## src/rtl/wb_sched.sv

```systemverilog
// Write-back scheduler: register scoreboard with issue stall and round-robin grant for ALU/MEM/MDU.
// Latency: one cycle from grant to the register-file write port, and two cycles from grant to the cleared stall.
// Backpressure: requesters hold their request until wb_ready, and ID holds while stall is high.
module wb_sched #(
  parameter int XLEN = 32,
  parameter int NREQ = 3
) (
  input  logic                       clk,
  input  logic                       rst,
  input  logic                       iss_valid,
  input  logic [4:0]                 iss_rd,
  input  logic                       iss_wr,
  input  logic [4:0]                 id_rs1,
  input  logic [4:0]                 id_rs2,
  output logic                       stall,
  input  logic [NREQ-1:0]            wb_valid,
  input  logic [NREQ-1:0][4:0]       wb_rd,
  input  logic [NREQ-1:0][XLEN-1:0]  wb_data,
  output logic [NREQ-1:0]            wb_ready,
  output logic                       reg_write,
  output logic [4:0]                 wt_addr,
  output logic [XLEN-1:0]            wt_data,
  output logic [31:0]                busy,
  output logic                       err_orphan
);

  logic [1:0]  ptr;        // last granted requester
  logic        gnt_vld;    // a grant is issued this cycle
  logic [1:0]  gnt_idx;
  logic [4:0]  gnt_rd;
  logic        iss_acc;
  logic [31:0] set_vec;
  logic [31:0] clr_vec;

  // Round-robin selection: search starts at the requester after the last grant.
  always_comb begin
    gnt_vld = 1'b0;
    gnt_idx = 2'd0;
    case (ptr)
      2'd0: begin
        if (wb_valid[1])      begin gnt_vld = 1'b1; gnt_idx = 2'd1; end
        else if (wb_valid[2]) begin gnt_vld = 1'b1; gnt_idx = 2'd2; end
        else if (wb_valid[0]) begin gnt_vld = 1'b1; gnt_idx = 2'd0; end
      end
      2'd1: begin
        if (wb_valid[2])      begin gnt_vld = 1'b1; gnt_idx = 2'd2; end
        else if (wb_valid[0]) begin gnt_vld = 1'b1; gnt_idx = 2'd0; end
        else if (wb_valid[1]) begin gnt_vld = 1'b1; gnt_idx = 2'd1; end
      end
      default: begin
        if (wb_valid[0])      begin gnt_vld = 1'b1; gnt_idx = 2'd0; end
        else if (wb_valid[1]) begin gnt_vld = 1'b1; gnt_idx = 2'd1; end
        else if (wb_valid[2]) begin gnt_vld = 1'b1; gnt_idx = 2'd2; end
      end
    endcase
    // Nothing is granted while reset is held.
    if (rst) gnt_vld = 1'b0;
  end

  assign gnt_rd   = wb_rd[gnt_idx];
  assign wb_ready = gnt_vld ? (NREQ'(1) << gnt_idx) : '0;

  // Hazard check against the scoreboard; x0 never has its busy bit set.
  assign stall   = busy[id_rs1] | busy[id_rs2] | (iss_valid & iss_wr & busy[iss_rd]);
  assign iss_acc = iss_valid & ~stall & ~rst;
  assign set_vec = (iss_acc && iss_wr && iss_rd != 5'd0) ? (32'd1 << iss_rd) : 32'd0;
  assign clr_vec = reg_write ? (32'd1 << wt_addr) : 32'd0;

  // Scoreboard update: set on issue, clear with the register-file write; set wins.
  always_ff @(posedge clk) begin
    if (rst) busy <= 32'd0;
    else     busy <= ((busy & ~clr_vec) | set_vec) & ~32'd1;
  end

  // Registered write port; a grant to x0 is consumed without a write.
  always_ff @(posedge clk) begin
    if (rst) begin
      reg_write <= 1'b0;
      wt_addr   <= 5'd0;
      wt_data   <= '0;
    end else if (gnt_vld && gnt_rd != 5'd0) begin
      reg_write <= 1'b1;
      wt_addr   <= gnt_rd;
      wt_data   <= wb_data[gnt_idx];
    end else begin
      reg_write <= 1'b0;
    end
  end

  // Arbitration pointer: follows the last grant, reset makes requester 0 first.
  always_ff @(posedge clk) begin
    if (rst)          ptr <= 2'd2;
    else if (gnt_vld) ptr <= gnt_idx;
  end

  // Sticky flag for a write-back whose destination was never marked busy.
  always_ff @(posedge clk) begin
    if (rst)                                        err_orphan <= 1'b0;
    else if (gnt_vld && gnt_rd != 5'd0 && !busy[gnt_rd]) err_orphan <= 1'b1;
  end

endmodule

```

## config.mk

```make
export PLATFORM = sky130hd
export DESIGN_NAME = wb_sched
export DESIGN_NICKNAME = d
export VERILOG_FILES = /design/src/rtl/wb_sched.sv
export SDC_FILE = /design/constraint.sdc
export NUM_CORES = 1
export LEC_CHECK = 0
export ABC_AREA = 1
export ABC_CLOCK_PERIOD_IN_PS = 1800
export BUFFER_PORTS_ARGS = -buffer_cell sky130_fd_sc_hd__buf_4
export CORE_MARGIN = 2
export CORE_UTILIZATION = 45
export CTS_CLUSTER_SIZE = 12
export DETAILED_ROUTE_END_ITERATION = 16
export PLACE_DENSITY = 0.82
export SLEW_MARGIN = 10
export SYNTH_ARGS = -nofsm -noshare
export SYNTH_HDL_FRONTEND = slang
export SYNTH_SLANG_ARGS = --single-unit
```

## constraint.sdc

```tcl
create_clock -name clk -period 1.8 [get_ports clk]
set_input_delay 0.09 -clock clk [delete_from_list [all_inputs] [get_ports clk]]
set_output_delay 0.09 -clock clk [all_outputs]
set_load 0.01 [all_outputs]
```

==> run summary <==
GRT Residual Overflow -> 0
most frequent cell after synthesis -> nor2_1
largest net degree at the start of global routing -> 40
worst setup path category -> register to register
Total Power -> 5.61 mW
DP Wirelength -> 16,300 um
Max Freq -> 498 MHz
# clock sinks -> 72
post-synth net total -> 1,001
final setup fails -> 66
Finished Core Util -> 0.754
final count of pins violating max slew -> 0
most common flop cell mapped by yosys -> dfxtp_1
Detailed Route WL -> 27,400 um
H-tree levels -> 3
crit-path max FO -> 13
Pwr Density -> 657 nW/um^2
HP Class -> primary input to register
Port Buf Inserts -> 206
Core ar. -> 11,300 sq um
CTS tree -> done
Die X -> 111 um
Post-Syn Instances -> 868
most frequent cells after synthesis -> nor2_1 (136), o21ai_0 (133), nand2_1 (106), nand3_1 (95), inv_1 (74)
Yosys top cell by area -> dfxtp_1
RSZ-0062 raised after global routing -> yes
layout cells sized above 1 -> 0.416
synthesized area -> 5190 sq um
Num CTS Buffers -> 9
Synth Register Bits -> 72
Clock Latency Late Sink -> 0.34 ns
synth warn -> 0
nature of the critical path endpoint -> register
Final WS setup -> -0.209 ns
number of nets in the layout -> 1,293
Clock Skew -> 0.0126 ns
Worst setup SP type -> register
Critical Path RT -> 2.09 ns
top cells by area, synth -> dfxtp_1 (28%), o21ai_0 (13%), nor2_1 (9.8%)
design area -> 8540 sq um
period utilization -> 1.12
Final Wtd Congestion -> 1.00
Yosys cell types -> 32
starting density of the core -> 0.458
row count -> 39
worst path arrival time -> 2.30 ns
failing checks -> negative setup slack
status -> finished with violations
clock slew at reported path FFs -> 0.07 ns
Clock Path Buffers -> 2
Vias -> 8,288
Leak -> 3.88 nW
Routed wire per std cell -> 21.0 um
number of global-route vias before repair -> 7,419
die area -> 12,400 sq um
Worst slew margin -> 0.617
final hold viol count -> 0
first drt pass iteration count -> 10
Post-synth EDFFs -> 0
Antenna Cells -> 0
ys async rst share -> 0
post-route minimum period -> 2.01 ns
area delta synth->final -> 64.5%
Clock Tree Root -> clkbuf_16
DIE HEIGHT -> 111 um
antenna violations before repair -> 0
DR vias/cell -> 6.34
worst slew pin tran -> 0.570 ns
fin cells -> 1,308
Initial DRC Count -> 1,594
VDD IR max -> 0.000689 V
dpl cells -> 1,256
register area share after synthesis -> 0.278
first-pass GRT wire length -> 38,400 um
DRC Markers -> 0
gr usage total -> 0.382
Syn Area/Cell -> 5.98 sq um
io pins -> 208
max cap viols -> 0
remaining antenna violation count -> 0
Area after DPL -> 7430 sq um
Yosys top cell area share -> 0.278
registers in the layout (all words and copies together), names as in the netlist:
register    flops
wt_data        32
busy           31
reg_write       1
wt_addr         5
err_orphan      1
ptr             2
cells by family after synthesis:
kind of cell	after synthesis	synth area share
buf+inv	144	0.124
compound gates	255	0.256
other cells	1	0.000723
flops	72	0.278
simple gates	396	0.341
layer usage:
| layer | part of all wire | vias to the layer above | global-route usage | wire length (um) |
|---|---|---|---|---|
| met5 | 0 | - | 0 | 0 |
| met4 | 0.081 | 0 | 0.218 | 2230 |
| met3 | 0.15 | 265 | 0.113 | 4140 |
| met2 | 0.43 | 853 | 0.593 | 11800 |
| met1 | 0.34 | 3646 | 0.475 | 9230 |
| li1 | - | 3524 | - | - |
worst max-delay path, stage by stage, from the launching register on:
cell,delay [ns]
dfxtp_4,0.39
nand2_2,0.08
nand2_2,0.10
nand2_4,0.09
buf_4,0.16
nand3_1,0.08
nand3_2,0.15
nand2_4,0.19
nand2_1,0.10
nand3_1,0.09
nand3_1,0.11
nand3_1,0.13
nand3_1,0.09
nand3_1,0.08
nand2_1,0.05
inv_1,0.06
power by group:
group	switching (mW)	internal (mW)
clock network	0.828	0.962
logic	1.16	0.894
registers	0.0853	1.68
area by class of cell:
class                           instances  area [sq um]
Timing Repair Buffer                  339          2820
Tap cell                              143           179
Sequential cell                        72          1490
Clock inverter                          7          62.6
Fill cell                             780          2780
Inverter                               83           337
Multi-Input combinational cell        655          3420
Clock buffer                            9           225
layout by cell type (no fill, tap or decap), types with 3 or more instances in the layout:
cell and count:
buf_4 303, nand3_1 88, dfxtp_2 17, o211ai_1 4, nor2_4 4, a21oi_2 16, buf_12 8, nor2_2 19
inv_4 3, nand4_1 32, o2111ai_1 3, nand2_4 7, nor3_1 9, dfxtp_4 8, clkinv_4 3, a21oi_1 55
o21ai_0 107, nor2_1 118, o21ai_1 49, clkbuf_16 11, nand3_2 9, o21ai_2 10, nand2_1 94, nand2_2 13
nor4_1 4, buf_6 22, inv_2 16, a22oi_1 5, dfxtp_1 47, inv_1 61, inv_6 3
through the flow:
stage / setup TNS [ns] / hold slack [ns] / setup slack, ns
5_1_grt: -12.02 / 0.113 / -0.342
4_1_cts: -0.0337 / 0.0907 / -0.0320
2_1_floorplan: 0 / 0.297 / 0.0397
3_5_place_dp: -19.23 / 0.437 / -0.617
6_report: -7.80 / 0.0834 / -0.209
3_3_place_gp: -19.37 / 0.431 / -0.648
final timing paths:
path	from	to	slack (ns)	depth (start not counted)
hold reg to reg	wt_data[21]	wt_data[21]	0.49	2
setup / recovery	ptr[0]	err_orphan	-0.21	15
setup reg to reg	ptr[0]	err_orphan	-0.21	15
hold / removal	wb_data[78]	wt_data[14]	0.08	5
repair_timing:
item	4_1_cts	5_1_grt
gates cloned	5	3
hold buffers	0	0
pin swaps	15	39
resized for setup	73	114
buffers inserted	19	10
setup endpoints to repair	71	73
(Power assumes the default switching activity.)
